$ cat src/rtl/cpu_pkg.sv
// Widths and constants shared by the pipeline registers, the decode stage
// and the write-back / register file block.
package cpu_pkg;
  localparam int DATA_W = 8;
  localparam int REG_W  = 3;
  localparam int NREG   = 8;

  localparam logic [REG_W-1:0] ZERO_REG = 3'd0;
endpackage

$ cat src/rtl/wb_regfile_if.sv
// MEM/WB write-back, decode operand read and load-issue signals of the register file.
// Handshake: there is no valid/ready pair; WBregwr qualifies the write-back
// fields and issue_load qualifies issue_dest, each for the single cycle it is high.
interface wb_regfile_if;
  import cpu_pkg::*;

  logic              WBregwr;
  logic              WBregomem;
  logic [DATA_W-1:0] readDATA;
  logic [DATA_W-1:0] ALUout;
  logic [REG_W-1:0]  writeREG;
  logic [REG_W-1:0]  rs;
  logic [REG_W-1:0]  rt;
  logic [DATA_W-1:0] rsDATA;
  logic [DATA_W-1:0] rtDATA;
  logic [DATA_W-1:0] wbDATA;
  logic              issue_load;
  logic [REG_W-1:0]  issue_dest;
  logic              stall;

  modport master (
    output WBregwr, WBregomem, readDATA, ALUout, writeREG, rs, rt,
    output issue_load, issue_dest,
    input  rsDATA, rtDATA, wbDATA, stall
  );

  modport slave (
    input  WBregwr, WBregomem, readDATA, ALUout, writeREG, rs, rt,
    input  issue_load, issue_dest,
    output rsDATA, rtDATA, wbDATA, stall
  );
endinterface

$ cat src/rtl/load_scoreboard.sv
// Per-register pending-load tracker; raises stall when decode reads a register
// whose load has been issued but has not yet reached write-back.
module load_scoreboard
  import cpu_pkg::*;
(
  input  logic             clk,
  input  logic             rst,
  input  logic             issue_load,
  input  logic [REG_W-1:0] issue_dest,
  input  logic             clear_en,
  input  logic [REG_W-1:0] clear_reg,
  input  logic [REG_W-1:0] rs,
  input  logic [REG_W-1:0] rt,
  output logic             stall
);
  logic [NREG-1:0] r_pending;
  logic [NREG-1:0] w_pending_nxt;
  logic            w_set;
  logic            w_hit_rs;
  logic            w_hit_rt;

  // A load offered while decode is stalled is not issued, so it must not be recorded.
  assign w_set = issue_load && !stall && (issue_dest != ZERO_REG);

  always_comb begin
    w_pending_nxt = r_pending;
    if (clear_en) w_pending_nxt[clear_reg] = 1'b0;
    // Set after clear: the newly issued load is younger than the one retiring.
    if (w_set) w_pending_nxt[issue_dest] = 1'b1;
    w_pending_nxt[ZERO_REG] = 1'b0;
  end

  always_ff @(posedge clk) begin
    if (rst) r_pending <= '0;
    else     r_pending <= w_pending_nxt;
  end

  // A register retiring this cycle is served by the bypass, so it is not a hazard.
  assign w_hit_rs = (rs != ZERO_REG) && r_pending[rs] && !(clear_en && (clear_reg == rs));
  assign w_hit_rt = (rt != ZERO_REG) && r_pending[rt] && !(clear_en && (clear_reg == rt));
  assign stall    = w_hit_rs || w_hit_rt;
endmodule

$ cat src/rtl/wb_regfile.sv
// Write-back stage and 8x8 register file: selects the write-back value, commits
// it, and serves two decode reads with same-cycle bypass plus load-use stall.
module wb_regfile
  import cpu_pkg::*;
#(
  parameter int DATA_W = cpu_pkg::DATA_W,
  parameter int NREG   = cpu_pkg::NREG
) (
  input logic         clk,
  input logic         rst,
  wb_regfile_if.slave bus
);
  logic [DATA_W-1:0] r_regs [NREG];
  logic [DATA_W-1:0] w_wb_data;
  logic              w_wr_en;
  logic              w_clear_en;

  assign w_wb_data  = bus.WBregomem ? bus.readDATA : bus.ALUout;
  assign w_wr_en    = bus.WBregwr && (bus.writeREG != ZERO_REG);
  assign w_clear_en = bus.WBregwr && bus.WBregomem;
  assign bus.wbDATA = w_wb_data;

  always_ff @(posedge clk) begin
    if (rst) begin
      for (int i = 0; i < NREG; i++) r_regs[i] <= '0;
    end else if (w_wr_en) begin
      r_regs[bus.writeREG] <= w_wb_data;
    end
  end

  always_comb begin
    bus.rsDATA = r_regs[bus.rs];
    if (bus.rs == ZERO_REG)                          bus.rsDATA = '0;
    else if (bus.WBregwr && bus.writeREG == bus.rs)  bus.rsDATA = w_wb_data;
  end

  always_comb begin
    bus.rtDATA = r_regs[bus.rt];
    if (bus.rt == ZERO_REG)                          bus.rtDATA = '0;
    else if (bus.WBregwr && bus.writeREG == bus.rt)  bus.rtDATA = w_wb_data;
  end

  load_scoreboard u_load_scoreboard (
    .clk        (clk),
    .rst        (rst),
    .issue_load (bus.issue_load),
    .issue_dest (bus.issue_dest),
    .clear_en   (w_clear_en),
    .clear_reg  (bus.writeREG),
    .rs         (bus.rs),
    .rt         (bus.rt),
    .stall      (bus.stall)
  );
endmodule

$ cat src/flat_wrapper.sv
// flat-port wrapper written by rule: the top's interface ports become plain ports
module wb_regfile_flat import cpu_pkg::*;
#(
  parameter int DATA_W = cpu_pkg::DATA_W,
  parameter int NREG   = cpu_pkg::NREG
)
  (clk, rst, bus_WBregwr, bus_WBregomem, bus_readDATA, bus_ALUout, bus_writeREG, bus_rs, bus_rt, bus_issue_load, bus_issue_dest, bus_rsDATA, bus_rtDATA, bus_wbDATA, bus_stall);
  wb_regfile_if bus_i ();
  input logic clk;
  input logic rst;
  input wire logic [$bits(bus_i.WBregwr)-1:0] bus_WBregwr;
  input wire logic [$bits(bus_i.WBregomem)-1:0] bus_WBregomem;
  input wire logic [$bits(bus_i.readDATA)-1:0] bus_readDATA;
  input wire logic [$bits(bus_i.ALUout)-1:0] bus_ALUout;
  input wire logic [$bits(bus_i.writeREG)-1:0] bus_writeREG;
  input wire logic [$bits(bus_i.rs)-1:0] bus_rs;
  input wire logic [$bits(bus_i.rt)-1:0] bus_rt;
  input wire logic [$bits(bus_i.issue_load)-1:0] bus_issue_load;
  input wire logic [$bits(bus_i.issue_dest)-1:0] bus_issue_dest;
  output wire logic [$bits(bus_i.rsDATA)-1:0] bus_rsDATA;
  output wire logic [$bits(bus_i.rtDATA)-1:0] bus_rtDATA;
  output wire logic [$bits(bus_i.wbDATA)-1:0] bus_wbDATA;
  output wire logic [$bits(bus_i.stall)-1:0] bus_stall;
  assign bus_i.WBregwr = bus_WBregwr;
  assign bus_i.WBregomem = bus_WBregomem;
  assign bus_i.readDATA = bus_readDATA;
  assign bus_i.ALUout = bus_ALUout;
  assign bus_i.writeREG = bus_writeREG;
  assign bus_i.rs = bus_rs;
  assign bus_i.rt = bus_rt;
  assign bus_i.issue_load = bus_issue_load;
  assign bus_i.issue_dest = bus_issue_dest;
  assign bus_rsDATA = bus_i.rsDATA;
  assign bus_rtDATA = bus_i.rtDATA;
  assign bus_wbDATA = bus_i.wbDATA;
  assign bus_stall = bus_i.stall;
  wb_regfile #(.DATA_W(DATA_W), .NREG(NREG)) u_core (.clk(clk), .rst(rst), .bus(bus_i));
endmodule
$ cat config.mk
export PLATFORM = sky130hd
export DESIGN_NAME = wb_regfile_flat
export DESIGN_NICKNAME = d
export VERILOG_FILES = /design/src/rtl/cpu_pkg.sv /design/src/rtl/wb_regfile_if.sv /design/src/rtl/load_scoreboard.sv /design/src/rtl/wb_regfile.sv /design/src/flat_wrapper.sv
export SDC_FILE = /design/constraint.sdc
export NUM_CORES = 1
export LEC_CHECK = 0
export CAP_MARGIN = 20
export CORE_ASPECT_RATIO = 1.1
export CORE_MARGIN = 10
export CORE_UTILIZATION = 55
export DETAILED_ROUTE_END_ITERATION = 6
export PLACE_DENSITY = 0.9
export SYNTH_ARGS = -nofsm -noshare
export SYNTH_HDL_FRONTEND = slang
export SYNTH_SLANG_ARGS = --single-unit
$ cat constraint.sdc
create_clock -name clk -period 2.1 [get_ports clk]
set_input_delay 0.42 -clock clk [delete_from_list [all_inputs] [get_ports clk]]
set_output_delay 0.42 -clock clk [all_outputs]
set_load 0.05 [all_outputs]
Word-level counts from Yosys, hierarchy flattened
Memory sizes are Yosys's and may differ from the RTL's. Index checks and enable logic that the tools add are counted.

Equality and inequality tests: 2. Muxes and demuxes: 23. Magnitude comparators: 6. Reductions and logical operators: 25. Bitwise logic cells: 3.

Operators with widths (number): two-way mux 8 bit (8); < comparator 3 x 4 -> 1 bit, second input constant (4); logical AND 1 bit (14); nonzero test 3 bit (4); two-way mux 1 bit (10); bitwise AND 8 bit (1); NOT 8 bit (1); OR 8 bit (1); OR reduction 8 bit (1); binary-select mux 1 bit (select 3 bit) (2); demux 1 bit (select 3 bit) (2); equality test 3 bit (2); greater-or-equal comparator 3 x 1 -> 1 bit, second input constant (2); zero test 3 bit (2); zero test 1 bit (3); two-way mux 3 bit (1); logical OR 1 bit (1).

Output and inout bits: 25. Register bits after elaboration: 8. RAM bits: 64. Memories: 1. Logic and storage cells: 62. Input bits: 33.

Memory list: u_core.r_regs (depth 8, width 8, read ports 2, clocked after Yosys merged registers in 0, wr ports 8, RTL line wb_regfile.sv:13) `logic [DATA_W-1:0] r_regs [NREG];`.

Depth between registers and ports, before layout
Gate-level depths: netlist of run 1.

Depth in word-level cells: 9. Depth in mapped cells: 6. Gate-level depth less buffers: 5.

Hierarchy
Synthesis of run 1 repeated with hierarchy kept, for this count alone.

Cells, all modules: 327. Area, all modules: 4354.2 um^2.

Modules (own cells, without submodules): wb_regfile (cells each 265, times used 1, area an instance 3756.1 um^2, seq. area each 1921.8 um^2); load_scoreboard (cells each 62, times used 1, area an instance 598.1 um^2, seq. area each 140.1 um^2).

Worst setup path after synthesis of run 1
OpenSTA, ideal clock, no wires.

Path type: input port to output port. Start: input port bus_WBregomem. End: output port bus_rsDATA[0]. Path buffers: 1. Setup slack: -868 ps. Data required time: 1680 ps. Arrival: 2548 ps. Stages: 5. Cell sequence: buf_2 -> mux2i_1 -> inv_1 -> nor2_1 -> a211oi_1.

Longest elaborated chain between the ends: 3.

Ends and longest elaborated chain: start: declaration (RTL line flat_wrapper.sv:12) `input wire logic [$bits(bus_i.WBregomem)-1:0] bus_WBregomem;`; two-way mux 8 bit (RTL line wb_regfile.sv:18) `assign w_wb_data = bus.WBregomem ? bus.readDATA : bus.ALUout;`; net bus_wbDATA[0] (RTL line flat_wrapper.sv:22) `output wire logic [$bits(bus_i.wbDATA)-1:0] bus_wbDATA;`; two-way mux 8 bit (RTL line wb_regfile.sv:34) `else if (bus.WBregwr && bus.writeREG == bus.rs) bus.rsDATA = w_wb_data;`; two-way mux 8 bit (RTL line wb_regfile.sv:33) `if (bus.rs == ZERO_REG) bus.rsDATA = '0;`; end: declaration (RTL line flat_wrapper.sv:20) `output wire logic [$bits(bus_i.rsDATA)-1:0] bus_rsDATA;`.

The timed path passes the listed nets, and every way through them passes these cells.

==> results.cfg, run 1 <==
[placement]
gp_congestion = 0.899
post-dp-hpwl_um = 9770
post-place-ws_ps = -675
port_buffers = 57
postPlaceCellArea_um2 = 5830
placed_cells = 525

[cells_and_area]
fillers = 261
diodes = 0
fin_cells = 565
fin_area_um2 = 6710
nNetsFinal = 506
synthToLayoutAreaGrowth_pct = 60.3
layout-drive-gt1-share_pct = 52.7

[clock_tree]
cts_hold_buf = 0
clock_sinks = 71
worst_skew_pair.late_latency_ps = 360
root_buffer = clkbuf_8
cts_tree = done
clockBufferDepth = 2
htreeDepth = 3
cts_inserted_buffers = 9
clkSlewWorstSetupHoldPaths_ps = 80

[routing]
routed_wl_um = 17400
drt-initial-drc-count = 457
post-route-drc-count = 0
vias = 3973
dr.pass1.iters = 5
wl_per_cell_um = 30.8
drtAntennaViolNets = 0
avgViaCountPerCell = 7.03

[sta]
setup_viol = 17
fin_crit_ps = 2270
max_freq_ghz = 0.440
hold_violations = 0
hold_slack_ps = 540
report.final.slew_viol_count = 0
grt_setup_unrepaired = true
skew_ps = 1.09
setup_ws_ps = -172
timing.final.crit_share_pct = 108

[logic_synthesis]
ys.warnings.count = 0
synth_ff_type = edfxtp_1
synth_top_cells_by_area = edfxtp_1, mux4_2, nor2_1
syn_area_per_cell_um2 = 13.0
ys_async_sr_fraction_pct = 0
ys_top_cells_by_count = nor2_1, edfxtp_1, mux2i_1, mux4_2
synth_edf_count = 64
yosysTopAreaCell = edfxtp_1
synth_seq_cells = 71
synth.most_common_cell = nor2_1
ys_seq_area_share_pct = 49.2
synth_top_area_share_pct = 45.9
netlist_instances = 323
synthesis.area_um2 = 4190
yosys.cell_types.count = 36

[grt]
antenna_found_initial = 0
grt_max_degree = 17
grt_pass1_vias = 4326
grt_pass1_wl_um = 26000
grt.total_usage_pct = 31.2
overflow = 0

[power]
ir_drop_mv = 0.545
p_per_area_nw_per_um2 = 675
p_leak_uw = 0.00249

[setup_path]
worstSetupPathType = flop to primary output
crit_fanout = 2
cp.required_ps = 1680
cp-end-kind = primary output
cp-startpoint = u_core.r_regs[5][1]
critPathArrivalTime_ps = 1850
timing.rr.start = u_core.u_load_scoreboard.r_pending[1]
critPathLaunchType = flop

[die]
initial_core_util_pct = 56.4
coreArea_um2 = 7430
rows = 33
fp.dieH_um = 112
io-pin-count = 58
die_width_um = 103
die-area_um2 = 11500

[min_path]
min_from = u_core.u_load_scoreboard.r_pending[6]
hold_path.class = flop to flop

[run_status]
violations = setup timing
status = complete, but fails checks

[run]
cap_violations = 0
==> metrics by stage <==
| step | util (%) | power (µW) | TNS, ps |
|---|---|---|---|
| 4_1_cts | 88.9 | 4380 | -829 |
| 5_1_grt | 90.3 | 4620 | -1980 |
| 6_report | 90.3 | 4530 | -1630 |
| 3_3_place_gp | 78.5 | 2990 | -11950 |
| 3_5_place_dp | 78.5 | 3040 | -13970 |
| 2_1_floorplan | - | 2450 | 0 |
==> layer usage <==
layer | track usage [%] | part of all wire (%) | wire length, µm | vias to the layer above
met1 | 33.4 | 29 | 5100 | 1888
met5 | 0 | 0 | 0 | -
met4 | 21.3 | 9.8 | 1710 | 0
met3 | 8.16 | 12 | 2040 | 146
met2 | 52.1 | 49 | 8560 | 419
li1 | - | - | - | 1520
==> placed cells by master (no fill, tap or decap), drive strengths merged, types with 2 or more instances in the layout <==
cell           Yosys  final
conb               1      8
a31oi              2      2
mux4              32     32
clkinv             0      2
buf               17    130
dlygate4sd2        0      2
nand2             16     16
dfxtp              7      7
o31ai              6      6
mux2i             28     28
nor3               2      2
clkdlybuf4s50      0     21
a21oi              6      6
inv               10     11
o211ai             3      3
o311ai             4      4
nor2              76     76
nor2b              2      2
nand2b             3      3
nand4              2      2
bufinv             0      2
a211oi            16     16
o221ai             2      2
xnor2              6      6
nand3              8      8
clkbuf             4     10
edfxtp            64     64
==> cells by family after synthesis <==
logic type,after synthesis,synth area share (%)
AOI/OAI and AO/OA,41,7.83
xor gates and xnor gates,6,1.79
buffers and inverters,31,4.84
DFF,71,49.2
muxes,60,24.7
other,1,0.0895
and+or+nand+nor,113,11.5
==> state kept, by name, indices dropped and copies added (netlist names) <==
register,cells
u_core.u_load_scoreboard.r_pending,7
u_core.r_regs,64
==> power breakdown <==
part | switching, µW | internal, µW | total, µW
sequential | 65.1 | 1630 | 1690
clock | 563 | 666 | 1230
combinational | 816 | 796 | 1610
==> worst max-delay path, cell delays in order, from the launching register on <==
cell	delay, ps
edfxtp_1	480
mux4_2	570
mux2i_4	190
a211oi_4	90
buf_12	150
==> timing repair <==
item	4_1_cts	5_1_grt
cloned	5	0
pin swaps	26	18
gates resized for setup	125	14
setup buffers	18	1
setup endpoints to repair	25	18
==> layout make-up <==
type / count / area, µm² / area share (%)
clock buffers: 10 / 128 / 1.90
clock inverters: 6 / 83.8 / 1.25
inverters: 10 / 55.1 / 0.820
multi-input cells: 228 / 2530 / 37.8
flip-flops and latches: 71 / 2060 / 30.7
well taps: 87 / 109 / 1.62
repair buffers: 153 / 1740 / 25.9
==> worst paths after layout <==
| path | cells past startpoint | slack, ps | endpoint |
|---|---|---|---|
| max | 4 | -170 | bus_rtDATA[1] |
| min | 2 | 540 | u_core.u_load_scoreboard.r_pending[6] |
| max reg2reg | 6 | 640 | u_core.u_load_scoreboard.r_pending[5] |
| min reg2reg | 2 | 540 | u_core.u_load_scoreboard.r_pending[6] |
No activity file was read; power rests on OpenSTA's default activity.
==> inputs of run 2 (changes only) <==
--- a/config.mk
+++ b/config.mk
@@ -7,10 +7,10 @@
 export LEC_CHECK = 0
 export CAP_MARGIN = 20
 export CORE_ASPECT_RATIO = 1.1
-export CORE_MARGIN = 10
 export CORE_UTILIZATION = 55
 export DETAILED_ROUTE_END_ITERATION = 6
 export PLACE_DENSITY = 0.9
+export SLEW_MARGIN = 40
 export SYNTH_ARGS = -nofsm -noshare
 export SYNTH_HDL_FRONTEND = slang
 export SYNTH_SLANG_ARGS = --single-unit
==> results.cfg, run 2 (same netlist as run 1, synthesis figures left out) <==
[clock_tree]
clkSlewWorstSetupHoldPaths_ps = 80
cts_inserted_buffers = 9
worst_skew_pair.late_latency_ps = 370
clock_sinks = 71
htreeDepth = 3
root_buffer = clkbuf_8
cts_tree = done
clockBufferDepth = 2
cts_hold_buf = 0

[setup_path]
worstSetupPathType = flop to primary output
path_buf_inv = 1
crit_slowest_cell = mux4_2
cp.required_ps = 1680
critPathArrivalTime_ps = 2150
critPathMaxStageDelay_ps = 640
critPathLaunchType = flop
cp-end-kind = primary output
crit_fanout = 2
path_cells = mux4_2, mux2i_4, a211oi_4, buf_12
crit_family = multiplexers

[die]
rows = 33
io-pin-count = 58
die_width_um = 85.2
initial_core_util_pct = 56.4
coreArea_um2 = 7430
die-area_um2 = 7970
fp.dieH_um = 93.5

[placement]
port_buffers = 57
post-place-ws_ps = -634
post-dp-hpwl_um = 9190
postPlaceCellArea_um2 = 5820
gp_congestion = 0.872

[power]
ir_drop_mv = 0.596
p_per_area_nw_per_um2 = 660
p_leak_uw = 0.00252
fin_total_pwr_uw = 4470

[routing]
avgViaCountPerCell = 7.42
wl_per_cell_um = 33.4
routed_wl_um = 19000
post-route-drc-count = 0
dr.pass1.iters = 5
drtAntennaViolNets = 0
drt-initial-drc-count = 646
vias = 4214

[sta]
timing.final.crit_share_pct = 122
skew_ps = 3.64
grt_setup_unrepaired = true
setup_tns_ps = -2330
fin_crit_ps = 2570
report.final.slew_viol_count = 0
setup_viol = 17
hold_violations = 0
setup_ws_ps = -468
max_freq_ghz = 0.389

[run_status]
violations = setup timing
status = complete, but fails checks

[cells_and_area]
fin_area_um2 = 6770
synthToLayoutAreaGrowth_pct = 61.5
largest_register_ffs = 64
layout_common_cells = buf_4, edfxtp_1, nor2_1, buf_12, mux4_2
diodes = 0
top_register = u_core.r_regs
biggestRegsByFlops = u_core.r_regs x64, u_core.u_load_scoreboard.r_pending x7
layout-drive-gt1-share_pct = 55.5
nNetsFinal = 509
layout_commonest_cell = buf_4

[grt]
grt.total_usage_pct = 43.7
grt_max_degree = 17
overflow = 0
antenna_found_initial = 0
grt_pass1_wl_um = 24000
grt_pass1_vias = 4116

[min_path]
hold_path.class = flop to flop

[run]
cap_violations = 0
[run 2: changes by cell type in the layout (fill, tap and decap cells not counted), sizes merged]
cell    previous run  this run
clkbuf            10        13
clkinv             2         4
inv               11        10
bufinv             2         1
[run 2: final cells by class]
cell class	count	area [µm²]
fill	248	667
sequential	71	2060
clock inverter	6	61.3
timing repair buffer	156	1780
tap	87	109
inverter	10	55.1
clock buffer	10	128
multi-input combinational	228	2570
[run 2: power breakdown]
part	internal (µW)	switching (µW)
combinational	805	859
clock	544	562
sequential	1630	68.6
total	2980	1490
[run 2: worst register-to-register path, cell delays in order (launching register included)]
cell and delay (ps):
dfxtp_2 360, mux2i_4 180, a21oi_2 120, o221ai_2 310, o22ai_4 130, buf_4 180, o31ai_1 340
[run 2: metal layers]
layer / up-vias / wire length [µm] / track usage [%]
met4: 0 / 2010 / 38.4
li1: 1535 / - / -
met2: 516 / 8960 / 70.2
met5: - / 0 / 0
met3: 190 / 2570 / 13.2
met1: 1973 / 5450 / 46.7
[run 2: per-stage QoR]
step | hold slack (ps) | utilization (%) | instances
final | 567 | 91.0 | 568
after global routing | 570 | 91.0 | 568
after CTS | 539 | 88.1 | 561
after detailed placement | 521 | 78.4 | 523
after global placement | 492 | 78.1 | 521
after floorplan | 470 | - | 330
[run 2: what timing repair did]
action,4_1_cts,5_1_grt
setup endpoints to repair,25,17
pin swaps,18,20
resized for setup,109,40
buffers inserted,18,8
gates cloned,4,1
[run 2: worst paths after layout]
path                                           endpoint  slack (ps)  depth (start not counted)                                   from
setup / recovery                          bus_rsDATA[7]        -470                          4                    u_core.r_regs[6][7]
hold / removal    u_core.u_load_scoreboard.r_pending[2]         570                          2  u_core.u_load_scoreboard.r_pending[2]
setup reg to reg  u_core.u_load_scoreboard.r_pending[6]         370                          6  u_core.u_load_scoreboard.r_pending[1]
hold reg to reg   u_core.u_load_scoreboard.r_pending[2]         570                          2  u_core.u_load_scoreboard.r_pending[2]
